<file path="config.mk">
export PLATFORM = sky130hd
export DESIGN_NAME = fp16_div_seq
export DESIGN_NICKNAME = d
export VERILOG_FILES = /design/src/rtl/fp16_pkg.sv /design/src/rtl/fp16_div_special.sv /design/src/rtl/fp16_div_seq.sv
export SDC_FILE = /design/constraint.sdc
export NUM_CORES = 1
export LEC_CHECK = 0
export CAP_MARGIN = 0
export CORE_MARGIN = 3
export CORE_UTILIZATION = 57
export DETAILED_ROUTE_END_ITERATION = 8
export PLACE_DENSITY = 0.81
export SYNTH_ARGS = -nofsm -noshare
export SYNTH_HDL_FRONTEND = slang
export SYNTH_SLANG_ARGS = --single-unit
export TNS_END_PERCENT = 100
</file>
<file path="constraint.sdc">
create_clock -name clk -period 4.5 [get_ports clk]
set_input_delay 0.9 -clock clk [delete_from_list [all_inputs] [get_ports clk]]
set_output_delay 0.9 -clock clk [all_outputs]
set_load 0.03 [all_outputs]
</file>
<file path="src/rtl/fp16_pkg.sv">
// Shared fp16 divider definitions: FSM states, rounding modes, flag positions, constants.
// No logic; latency and backpressure are properties of the modules importing it.
// Flags are packed {NV, DZ, OF, UF, NX}.
package fp16_pkg;

    typedef enum logic [2:0] {IDLE, DIV, RND, SPEC, DONE} fp16_div_state_t;

    localparam logic [1:0] RZ  = 2'b00;
    localparam logic [1:0] RNE = 2'b01;
    localparam logic [1:0] RM  = 2'b10;
    localparam logic [1:0] RP  = 2'b11;

    localparam int NV = 4;
    localparam int DZ = 3;
    localparam int OF = 2;
    localparam int UF = 1;
    localparam int NX = 0;

    localparam logic [15:0] CANON_NAN_H = 16'h7E00;
    localparam logic [15:0] INF_H       = 16'h7C00;
    localparam logic [15:0] MAXFIN_H    = 16'h7BFF;

endpackage

</file>
<file path="src/rtl/fp16_div_special.sv">
// Classifies fp16 divide operands and builds the result for zero/inf/NaN cases.
// Latency: combinational.
// Backpressure: none; the caller samples the outputs when the operands are accepted.
module fp16_div_special import fp16_pkg::*; #(
    parameter logic [15:0] CANON_NAN = CANON_NAN_H
) (
    input  logic [15:0] x,
    input  logic [15:0] y,
    output logic        is_special,
    output logic [15:0] special_q,
    output logic [4:0]  special_flags
);

    logic xz, yz, xe, ye, xi, yi, xn, yn, xs, ys, sgn;

    // Subnormals share exponent 0 with zero and are treated as zero.
    assign xz  = (x[14:10] == 5'd0);
    assign yz  = (y[14:10] == 5'd0);
    assign xe  = (x[14:10] == 5'h1F);
    assign ye  = (y[14:10] == 5'h1F);
    assign xi  = xe && (x[9:0] == 10'd0);
    assign yi  = ye && (y[9:0] == 10'd0);
    assign xn  = xe && (x[9:0] != 10'd0);
    assign yn  = ye && (y[9:0] != 10'd0);
    assign xs  = xn && !x[9];
    assign ys  = yn && !y[9];
    assign sgn = x[15] ^ y[15];

    assign is_special = xz || yz || xe || ye;

    always_comb begin
        special_q     = {sgn, 15'd0};
        special_flags = '0;
        if (xn || yn) begin
            special_q         = CANON_NAN;
            special_flags[NV] = xs || ys;
        end else if ((xz && yz) || (xi && yi)) begin
            special_q         = CANON_NAN;
            special_flags[NV] = 1'b1;
        end else if (xi) begin
            special_q = {sgn, INF_H[14:0]};
        end else if (yz) begin
            special_q         = {sgn, INF_H[14:0]};
            special_flags[DZ] = 1'b1;
        end
    end

endmodule

</file>
<file path="src/rtl/fp16_div_seq.sv">
// Iterative fp16 divider q = x / y, restoring radix-2, one quotient bit per cycle.
// Latency: out_valid sampled high NQ+2 edges after accept (2 for special operands).
// Backpressure: result holds in DONE until out_ready; in_ready only in IDLE.
module fp16_div_seq import fp16_pkg::*; #(
    parameter int          NQ        = 13,
    parameter logic [15:0] CANON_NAN = CANON_NAN_H
) (
    input  logic        clk,
    input  logic        reset_n,
    input  logic        in_valid,
    output logic        in_ready,
    input  logic [15:0] x,
    input  logic [15:0] y,
    input  logic [1:0]  roundmode,
    output logic        out_valid,
    input  logic        out_ready,
    output logic [15:0] q,
    output logic [4:0]  flags
);

    localparam int CW = $clog2(NQ + 1);
    localparam logic [NQ-1:0] LOW_MASK = {NQ{1'b1}} >> 12;

    fp16_div_state_t   state;
    logic              sign;
    logic [1:0]        rmode;
    logic signed [6:0] e;
    logic [10:0]       my;
    logic [11:0]       rem;
    logic [NQ-1:0]     quo;
    logic [CW-1:0]     cnt;
    logic [15:0]       spec_q;
    logic [4:0]        spec_fl;

    logic              is_special;
    logic [15:0]       special_q;
    logic [4:0]        special_flags;

    fp16_div_special #(.CANON_NAN(CANON_NAN)) u_special (
        .x             (x),
        .y             (y),
        .is_special    (is_special),
        .special_q     (special_q),
        .special_flags (special_flags)
    );

    // Pre-shift the dividend when mx < my so the quotient lands in [1,2).
    logic [10:0]       mx_in, my_in;
    logic              lt;
    logic signed [6:0] e_in;
    assign mx_in = {1'b1, x[9:0]};
    assign my_in = {1'b1, y[9:0]};
    assign lt    = mx_in < my_in;
    assign e_in  = $signed({2'b00, x[14:10]}) - $signed({2'b00, y[14:10]})
                   + (lt ? 7'sd14 : 7'sd15);

    logic        ge;
    logic [11:0] rem_sub;
    assign ge      = rem >= {1'b0, my};
    assign rem_sub = ge ? (rem - {1'b0, my}) : rem;

    logic [10:0]       sig;
    logic              g, st, inexact, inc, carry, to_inf;
    logic [11:0]       sig_r;
    logic signed [6:0] e_r;
    logic [15:0]       rnd_q;
    logic [4:0]        rnd_fl;

    always_comb begin
        sig     = quo[NQ-1 -: 11];
        g       = quo[NQ-12];
        st      = (|(quo & LOW_MASK)) || (|rem);
        inexact = g || st;
        case (rmode)
            RNE:     inc = g && (st || sig[0]);
            RM:      inc = sign && inexact;
            RP:      inc = !sign && inexact;
            default: inc = 1'b0;
        endcase
        sig_r  = {1'b0, sig} + {11'd0, inc};
        // The hidden bit is always set, so a carry shows up as 2'b10 on top.
        carry  = (sig_r[11:10] == 2'b10);
        e_r    = e + $signed({6'd0, carry});
        to_inf = (rmode == RNE) || (rmode == RP && !sign) || (rmode == RM && sign);
        rnd_fl = '0;
        if (e_r >= 7'sd31) begin
            rnd_q      = to_inf ? {sign, INF_H[14:0]} : {sign, MAXFIN_H[14:0]};
            rnd_fl[OF] = 1'b1;
            rnd_fl[NX] = 1'b1;
        end else if (e_r <= 7'sd0) begin
            rnd_q      = {sign, 15'd0};
            rnd_fl[UF] = 1'b1;
            rnd_fl[NX] = 1'b1;
        end else begin
            rnd_q      = {sign, e_r[4:0], sig_r[9:0]};
            rnd_fl[NX] = inexact;
        end
    end

    always_ff @(posedge clk or negedge reset_n) begin
        if (!reset_n) begin
            state     <= IDLE;
            in_ready  <= 1'b1;
            out_valid <= 1'b0;
            q         <= 16'h0000;
            flags     <= 5'b0;
            sign      <= 1'b0;
            rmode     <= RZ;
            e         <= '0;
            my        <= '0;
            rem       <= '0;
            quo       <= '0;
            cnt       <= '0;
            spec_q    <= '0;
            spec_fl   <= '0;
        end else begin
            case (state)
                IDLE: begin
                    if (in_valid) begin
                        in_ready <= 1'b0;
                        sign     <= x[15] ^ y[15];
                        rmode    <= roundmode;
                        spec_q   <= special_q;
                        spec_fl  <= special_flags;
                        my       <= my_in;
                        rem      <= lt ? {mx_in, 1'b0} : {1'b0, mx_in};
                        e        <= e_in;
                        cnt      <= '0;
                        quo      <= '0;
                        state    <= is_special ? SPEC : DIV;
                    end
                end
                DIV: begin
                    rem <= {rem_sub[10:0], 1'b0};
                    quo <= {quo[NQ-2:0], ge};
                    cnt <= cnt + 1'b1;
                    if (cnt == CW'(NQ - 1))
                        state <= RND;
                end
                RND: begin
                    q         <= rnd_q;
                    flags     <= rnd_fl;
                    out_valid <= 1'b1;
                    state     <= DONE;
                end
                SPEC: begin
                    q         <= spec_q;
                    flags     <= spec_fl;
                    out_valid <= 1'b1;
                    state     <= DONE;
                end
                DONE: begin
                    if (out_ready) begin
                        out_valid <= 1'b0;
                        in_ready  <= 1'b1;
                        state     <= IDLE;
                    end
                end
                default: state <= IDLE;
            endcase
        end
    end

endmodule

</file>
==> run metrics <==
outcome=completed; kind of cell adding the most delay to the critical path=simple AND/OR/NAND/NOR gates; clk_lat worst skew=~0.35 ns; worst path cell trace=or4_4 > nor4_4 > nand4_1 > o2111ai_1 > o31ai_1 > ha_2 > nand2_2 > nor2_1 > and4_1 > and4_4 > ha_4 > a311oi_1 > a31oi_2 > o41ai_4 > buf_4 > inv_2 > a21o_1 > a22o_1; CTS clk-pin slew, worst paths=0.08 ns; Reg-to-Reg End=q[1]$_DFFE_PN0P_; Async SR Flop Fraction=1.00; post-route insts no fill=between 700 and 800; Inserted Clock Buffers=9; Worst Skew=about 0.013 ns; Die W=100 um; # H-tree levels=3; first-pass GRT wire length=between 20000 and 25000 um; R2R depth=18; final core occ=0.721; area of the multi-input gates=roughly 2900 um2; Max FO, Critical Path=10; MaxCap Viol Count=0; flop-to-flop setup slack=between 0.07 and 0.08 ns; hold buffers post-CTS=0; WHS=between 0.4 and 0.5 ns; actual slew at the worst max-slew pin=slightly above 1 ns; area leader, netlist=dfrtp_1; Synth Register Bits=between 80 and 90; Worst Hold Class=register to register; Slew Viols, Final=0; number of synthesized flops with an enable pin=0; wire per inst=around 17 um; Post-synth top cells=nand2_1 (88), dfrtp_1 (80), o21ai_0 (52); Yosys warning total=0; core area=8420 um2; LEAKAGE=approximately 2.7 nW; Final Hold Vio Count=0; nets=704; clock buffer depth=2; Synth cell types=60; DRC violation count after routing=0; Overall Global Routing Usage=0.249; Synth top area share=0.394; worst hold endpoint=flags[3]$_DFFE_PN0P_; register area=roughly 2000 um2; dpl cell area=~5700 um2; number of global-route vias before repair=between 4000 and 5000; worst r2r src=rem[6]$_DFFE_PN0P_; detailed placement HPWL=8940 um; Routed WL=approximately 12000 um; initial antenna violation count=0; Mapped Area=5090 um2; Worst Path Required=4.73 ns; fraction of layout cells with a size suffix above 1=0.0787; die area=10100 um2; area grow syn2layout=19.3%; fin crit period=4.42 ns; worst setup path class=register to register; CP max stage cell=or4_4; Synth Flop Type=dfrtp_1; grt ovf=0; fin area=between 6000 and 7000 um2; cell count after placement=slightly above 700; final period utilization=0.983; IO Pins=61; VDD IR max=0.638 mV; Gate Count Post-Synth=~580; Antenna Diode Count=0; Syn Area/Cell=a little under 9 um2; # setup viols final=0; CP Depth=18; post-route ant nets=0; Setup crit end kind=register; Post-Syn Nets=between 600 and 700; drt pass-1 iters=5; Max-slew headroom=0.321; Hold Crit Depth=2; Initial Util=0.604; GP Congestion=between 0.8 and 0.9; PD cells=697 nW/um2; vias per std cell=6.04; clk root buf=clkbuf_8; die span in y=approximately 100 um; most frequent cell after synthesis=nand2_1; CTS tree=done; setup_tns=0 ns; hold path startpoint=flags[3]$_DFFE_PN0P_; DR iter-0 viols=about 280; Critical path buffers and inverters=2; via count=around 4500; ranking of synthesized cells by area=dfrtp_1 (39%), ha_1 (8.4%), nand2_1 (6.5%), o21ai_0 (5.1%), xnor2_1 (3.3%); critical path arrival=roughly 4.7 ns; CP peak stage delay=approximately 0.54 ns; Sinks on Clock Net=between 80 and 90; pin count of the biggest net entering global routing=82; fmax=~230 MHz; row count=33; fill cell count=650; sequential share of the synthesized area=0.399; Startpoint Class=register; Port Buffers=60
per-stage QoR:
| step | total power [mW] | setup slack (ns) |
|---|---|---|
| finish | 4.23 | 0.0752 |
| global route | 4.54 | -0.0779 |
| CTS | 4.14 | 0.0189 |
| detailed placement | 3.54 | -0.0946 |
| global placement | 3.45 | 0.101 |
| floorplan | 2.93 | 0.434 |
worst max path at each step:
stage / end / start
3_5_place_dp: q[9]$_DFFE_PN0P_ / rem[6]$_DFFE_PN0P_
4_1_cts: q[0]$_DFFE_PN0P_ / rem[6]$_DFFE_PN0P_
5_1_grt: q[0]$_DFFE_PN0P_ / rem[6]$_DFFE_PN0P_
2_1_floorplan: q[9]$_DFFE_PN0P_ / rem[6]$_DFFE_PN0P_
3_3_place_gp: q[9]$_DFFE_PN0P_ / rem[6]$_DFFE_PN0P_
6_report: q[1]$_DFFE_PN0P_ / rem[6]$_DFFE_PN0P_
registers in the layout (all words and copies together), names as in the netlist:
name       flops
state          3
spec_fl        2
rem           12
sign           1
out_valid      1
spec_q         3
cnt            4
rmode          2
my            11
q             16
quo           13
in_ready       1
e              7
flags          5
cells in the final DEF (no fill, tap or decap), drive strengths merged, types with 5 or more instances in the layout:
cell type	count
inv	44
ha	34
nor3	18
nand2	88
mux2i	10
clkdlybuf4s50	59
o221a	6
nor4	7
xor2	11
xnor2	19
nor2	33
clkbuf	11
nand3	15
and3	5
o21ai	57
dfrtp	80
a22o	16
buf	10
a21o	10
a21oi	34
layout make-up:
type / count / area share
flip-flops and latches: 81 / 0.334
clock inverters: 5 / 0.0130
clock buffers: 11 / 0.0216
well taps: 105 / 0.0216
inverters: 43 / 0.0266
repair buffers: 69 / 0.110
multi-input cells: 426 / 0.473
logic make-up (layout without fill, tap and decap cells):
logic type / count (synthesis) / after routing / share of synthesized area
and+or+nand+nor: 194 / 194 / 0.177
AOI/OAI and AO/OA: 154 / 154 / 0.202
DFF: 81 / 81 / 0.399
muxes: 12 / 12 / 0.0241
adders and majority gates: 36 / 36 / 0.0915
xor gates and xnor gates: 30 / 30 / 0.0517
buffers and inverters: 69 / 128 / 0.0549
metal layers:
layer  share of wire  up-vias  GRT usage
met4           0.028        0     0.0922
met3           0.060       34     0.0408
met5               0        -          0
met2            0.48      162      0.419
met1            0.43     2139      0.324
li1                -     2137          -
timing repair:
item / CTS / global route
pin swaps: 1 / 8
endpoints found under the setup margin: 13 / 13
buffers inserted: 0 / 5
resized for setup: 3 / 11
worst reg2reg max path, cell delays in order (launching register included):
cell       delay (ns)
dfrtp_1          0.42
or4_4            0.54
nor4_4           0.33
nand4_1          0.20
o2111ai_1        0.24
o31ai_1          0.12
ha_2             0.23
nand2_2          0.08
nor2_1           0.06
and4_1           0.18
and4_4           0.20
ha_4             0.17
a311oi_1         0.36
a31oi_2          0.13
o41ai_4          0.36
buf_4            0.23
inv_2            0.08
a21o_1           0.19
a22o_1           0.19
where the power goes:
part | internal [mW] | switching (mW) | total [mW]
logic | 1.01 | 1.31 | 2.32
clock network | 0.313 | 0.266 | 0.579
registers | 1.03 | 0.303 | 1.33
(Power assumes the default switching activity.)
